`src/rtl/core_dispatch_queue.sv`:
```
// In-order N-wide dispatch queue between decode and execute.
// Circular buffer of DEPTH entries; issues the cleared in-order
// prefix of the oldest ISSUE_W entries as registered start pulses.
//
// Ports:
//   clk, rst       clock and synchronous active-high reset
//   flush          drop all entries and cancel this cycle's issue
//   in_valid/data  up to FETCH_W decoded slots (slot 0 oldest)
//   in_ready/stall room for a full FETCH_W group / its inverse
//   peek_valid/data oldest ISSUE_W entries for hazard checking
//   issue_ok       per-peek-slot hazard verdict
//   iss_valid/data registered issue pulses and payloads
//   occupancy      current entry count
module core_dispatch_queue #(
    parameter int FETCH_W = 2,
    parameter int ISSUE_W = 2,
    parameter int DEPTH   = 4,
    parameter int DATA_W  = 32
) (
    input  logic                        clk,
    input  logic                        rst,
    input  logic                        flush,
    input  logic [FETCH_W-1:0]          in_valid,
    input  logic [FETCH_W*DATA_W-1:0]   in_data,
    output logic                        in_ready,
    output logic                        stall,
    output logic [ISSUE_W-1:0]          peek_valid,
    output logic [ISSUE_W*DATA_W-1:0]   peek_data,
    input  logic [ISSUE_W-1:0]          issue_ok,
    output logic [ISSUE_W-1:0]          iss_valid,
    output logic [ISSUE_W*DATA_W-1:0]   iss_data,
    output logic [$clog2(DEPTH+1)-1:0]  occupancy
);

    localparam int PW = (DEPTH > 1) ? $clog2(DEPTH) : 1;
    localparam int CW = $clog2(DEPTH+1);

    if (DEPTH < FETCH_W || DEPTH < ISSUE_W) begin : g_bad_depth
        $error("core_dispatch_queue: DEPTH must be >= FETCH_W and ISSUE_W");
    end

    logic [DATA_W-1:0] r_mem [DEPTH];
    logic [PW-1:0]     r_head;
    logic [PW-1:0]     r_tail;
    logic [CW-1:0]     r_count;

    logic [ISSUE_W-1:0] w_fire;
    int                 w_n_in;
    int                 w_n_out;
    logic               w_accept;

    // Modulo-DEPTH pointer add; k never exceeds DEPTH so one
    // conditional subtract is enough, also for non-power-of-2 DEPTH.
    function automatic logic [PW-1:0] f_wrap(input logic [PW-1:0] p,
                                             input int k);
        int s;
        s = int'(p) + k;
        if (s >= DEPTH) s = s - DEPTH;
        return PW'(s);
    endfunction

    assign in_ready  = (int'(r_count) + FETCH_W) <= DEPTH;
    assign stall     = !in_ready;
    assign occupancy = r_count;
    assign w_accept  = in_ready && !flush;

    // Only the leading run of valid slots is taken.
    always_comb begin
        logic run;
        run    = 1'b1;
        w_n_in = 0;
        for (int i = 0; i < FETCH_W; i++) begin
            if (run && in_valid[i]) w_n_in = w_n_in + 1;
            else                    run    = 1'b0;
        end
    end

    always_comb begin
        peek_valid = '0;
        peek_data  = '0;
        for (int i = 0; i < ISSUE_W; i++) begin
            peek_valid[i] = int'(r_count) > i;
            peek_data[i*DATA_W +: DATA_W] = r_mem[f_wrap(r_head, i)];
        end
    end

    // A blocked slot blocks every younger slot.
    always_comb begin
        logic prev;
        prev    = 1'b1;
        w_fire  = '0;
        w_n_out = 0;
        for (int i = 0; i < ISSUE_W; i++) begin
            w_fire[i] = prev && peek_valid[i] && issue_ok[i];
            prev      = w_fire[i];
            if (w_fire[i]) w_n_out = w_n_out + 1;
        end
    end

    always_ff @(posedge clk) begin
        if (!rst && w_accept) begin
            for (int i = 0; i < FETCH_W; i++) begin
                if (i < w_n_in)
                    r_mem[f_wrap(r_tail, i)] <= in_data[i*DATA_W +: DATA_W];
            end
        end
    end

    always_ff @(posedge clk) begin
        if (rst) begin
            r_head    <= '0;
            r_tail    <= '0;
            r_count   <= '0;
            iss_valid <= '0;
            iss_data  <= '0;
        end else if (flush) begin
            r_head    <= '0;
            r_tail    <= '0;
            r_count   <= '0;
            iss_valid <= '0;
        end else begin
            if (w_accept) r_tail <= f_wrap(r_tail, w_n_in);
            r_head    <= f_wrap(r_head, w_n_out);
            r_count   <= CW'(int'(r_count)
                           + (w_accept ? w_n_in : 0) - w_n_out);
            iss_valid <= w_fire;
            for (int i = 0; i < ISSUE_W; i++) begin
                if (w_fire[i])
                    iss_data[i*DATA_W +: DATA_W] <=
                        peek_data[i*DATA_W +: DATA_W];
            end
        end
    end

endmodule

```
`config.mk`:
```
export PLATFORM = sky130hd
export DESIGN_NAME = core_dispatch_queue
export DESIGN_NICKNAME = d
export VERILOG_FILES = /design/src/rtl/core_dispatch_queue.sv
export SDC_FILE = /design/constraint.sdc
export NUM_CORES = 1
export LEC_CHECK = 0
export ABC_AREA = 0
export CORE_UTILIZATION = 53
export CTS_BUF_LIST = sky130_fd_sc_hd__clkbuf_4 sky130_fd_sc_hd__clkbuf_8
export DETAILED_ROUTE_END_ITERATION = 8
export HOLD_SLACK_MARGIN = 0.08
export PLACE_DENSITY_LB_ADDON = 0.08
export SETUP_SLACK_MARGIN = 0.5
export SLEW_MARGIN = 15
export SYNTH_ARGS = -nofsm -noshare
export SYNTH_HDL_FRONTEND = slang
export SYNTH_SLANG_ARGS = --single-unit
```
`constraint.sdc`:
```
create_clock -name clk -period 4.54 [get_ports clk]
set_input_delay 0.908 -clock clk [delete_from_list [all_inputs] [get_ports clk]]
set_output_delay 0.908 -clock clk [all_outputs]
set_load 0.05 [all_outputs]
```
==> qor.csv <==
metric,value,unit
status,"complete, no violations",
Die H,137.7,um
die width,137.7,um
"count leader, synth",edfxtp_1,
largest cells by area after synthesis,"edfxtp_1, dfxtp_1, mux4_2",
number of global-route vias before repair,6468,
Synth top area share,39.41,%
Core ar.,0.01802,mm2
antenna cells,0,
"Buf+Inv Stages, Crit Path",2,
Synth Area in Compound Gates,5.016,%
post-synthesis sequential element count,201,
H-tree Lvls,2,
post-synthesis xor/xnor area fraction,0.4490,%
slowest CP cell,dfxtp_4,
Leak,4.384,nW
cell area after synthesis,0.009753,mm2
DRT Pass-1 Iters,5,
crit-path max FO,37,
Final ANT Viol Nets,0,
Worst path depth,3,
first-pass GRT wire length,35.92,mm
hold buffers post-CTS,0,
CTS Buffer Depth,3,
Fin Clk Skew,0.01816,ns
max-cap violation count,0,
Mapped Cells,636,
fin util,70.97,%
syn_area_per_cell,15.34,um2
vias per cell,5.900,
sequential element share of the synthesized area,54.39,%
Final period util,83.76,%
syn nets,716,
Required @ worst endpoint,3.63,ns
PortBufs,207,
CP Capture Type,output pin,
reg2reg setup slack,1.43,ns
placed wire-length estimate,15.18,mm
nets@finish,927,
FF-to-FF End,occupancy[2]$_SDFF_PP0_,
library cells used by synthesis,39,
unrepaired setup endpoints after global routing,false,
Setup TNS,0,ns
WS Path Type,register to output pin,
Initial Util,54.11,%
Final Hold Fails,0,
Routed WL,24.42,mm
critical path's largest stage delay,0.78,ns
TritonCTS buffer count,35,
WP data arrival,2.89,ns
final max-slew violation count,0,
via count,6508,
Hold WC Path Type,register to register,
drt initial violations,358,
initial antenna violation count,0,
worst r2r src,occupancy[1]$_SDFF_PP0_,
Ports,208,
"Top FF cell, synth",edfxtp_1,
top cell type by total area after synthesis,edfxtp_1,
element type at the critical path start,register,
Max Clock Freq,0.2630,GHz
Final Instance Area,0.01279,mm2
pwr/cell area,369.9,mW/mm2
CP Cell Sequence,"buf_4, mux4_2, clkdlybuf4s50_1",
mux share of post-synthesis cell area,30.81,%
yosys warns,0,
Final Setup Violations,0,
row cnt,49,
Tot Pwr,4.732,mW
post_cts resized,0,
Period minus WS final,3.803,ns
Worst-Skew Late Latency,0.52,ns
pin count of the biggest net entering global routing,50,
CTS root buffer,clkbuf_8,
CP Launch Point,r_head[1]$_SDFF_PP0_,
"CP delay by family, top",buffers and inverters,
Register-to-Register Path Depth,11,
Slew @ Worst Pin,1.047,ns
Residual DRC,0,
Synth Area in Simple Gates,4.901,%
clk slew on worst S/H paths,0.06,ns
clock sinks,201,
Final Wtd Congestion,0.8661,
adder-cell share of the synthesized area,1.309,%
Die ar.,0.01895,mm2
Async SR Flop Fraction,0,%
"Area growth, synth to finish",31.16,%
Worst slew margin,30.00,%
post-CTS setup buffers,0,
Worst Setup EP,peek_data[54],
WHS,0.4552,ns
DP Area,0.01204,mm2
DR WL/cell,22.14,um
top post-synthesis cells by count,"edfxtp_1, mux2_2, dfxtp_1",
fraction of layout cells with a size suffix above 1,32.27,%
GRT Resource Usage Total,25.82,%
main combinational cell family by area after synthesis,multiplexers,
GRT Residual Overflow,0,
Worst VDD drop,292.8,uV
Post-synth EDFFs,128,
CTS tree,yes,
area by class of cell:
cell class / count / area, um2
tap: 229 / 286.5
fill: 1211 / 5233
inverter: 8 / 30.03
clock buffer: 52 / 634.4
sequential: 201 / 5313
multi-input combinational: 381 / 4225
timing repair buffer: 220 / 2190
clock inverter: 12 / 113.9
worst min path at each step:
| stage | from | to | cells after the start |
|---|---|---|---|
| 6_report | iss_data[59]$_SDFFE_PP0P_ | iss_data[59]$_SDFFE_PP0P_ | 2 |
| 4_1_cts | iss_data[59]$_SDFFE_PP0P_ | iss_data[59]$_SDFFE_PP0P_ | 2 |
| 2_1_floorplan | r_head[0]$_SDFF_PP0_ | r_head[0]$_SDFF_PP0_ | 2 |
| 5_1_grt | iss_data[37]$_SDFFE_PP0P_ | iss_data[37]$_SDFFE_PP0P_ | 2 |
| 3_3_place_gp | iss_data[35]$_SDFFE_PP0P_ | iss_data[35]$_SDFFE_PP0P_ | 2 |
| 3_5_place_dp | iss_data[59]$_SDFFE_PP0P_ | iss_data[59]$_SDFFE_PP0P_ | 2 |
worst register-to-register path, cell delays in order, from the launching register on:
cell,delay [ns]
dfxtp_1,0.46
inv_1,0.08
ha_1,0.31
nor2_1,0.18
or2_2,0.28
nand2_1,0.10
nor3b_1,0.26
fa_1,0.48
fa_1,0.44
xnor2_1,0.20
xnor2_1,0.14
nor2_1,0.06
state kept, by name (all words and copies together) (netlist names):
signal / count
iss_valid: 2
r_tail: 2
occupancy: 3
iss_data: 64
r_mem: 128
r_head: 2
where the power goes:
group | total, mW | internal, mW | switching [mW]
clock network | 1.75 | 1.02 | 0.738
logic | 0.916 | 0.371 | 0.545
registers | 2.06 | 2.01 | 0.0547
cells by family after synthesis:
logic type               Yosys count
flip-flops                       201
AO/OA/AOI/OAI                     70
XOR/XNOR                           5
AND/OR/NAND/NOR                  104
multiplexers                     193
buffers and inverters             54
adder cells (fa/ha/maj)            9
metal layers:
metal	track usage, %	part of all wire (%)	up-vias
met4	7.570	1.6	0
met1	33.90	41	3308
met2	42.74	49	271
met3	5.960	8.1	31
met5	0	0	-
li1	-	-	2898
layout by cell type (no fill, tap or decap), types with 2 or more instances in the layout:
master,n
a21oi_1,33
a21oi_4,2
a22o_1,32
and2_1,3
buf_12,2
buf_4,11
bufinv_16,2
clkbuf_4,13
clkbuf_8,39
clkdlybuf4s50_1,206
clkinv_1,2
clkinv_2,6
dfxtp_1,71
dfxtp_4,2
edfxtp_1,128
fa_1,2
ha_1,7
inv_1,8
mux2_1,8
mux2_2,90
mux2_4,30
mux4_2,64
nand2_1,67
nand2b_1,2
nor2_1,9
nor2_4,4
nor3_2,2
nor3_4,2
or2_2,2
or3_1,2
xnor2_1,5
stage by stage:
| stage | std cells | setup slack [ns] |
|---|---|---|
| 6_report | 1103 | 0.7373 |
| 5_1_grt | 1103 | 0.6094 |
| 4_1_cts | 1103 | 0.6807 |
| 3_5_place_dp | 1039 | 0.9722 |
| 3_3_place_gp | 1039 | 1.042 |
| 2_1_floorplan | 636 | 1.039 |
(Power assumes the default switching activity.)
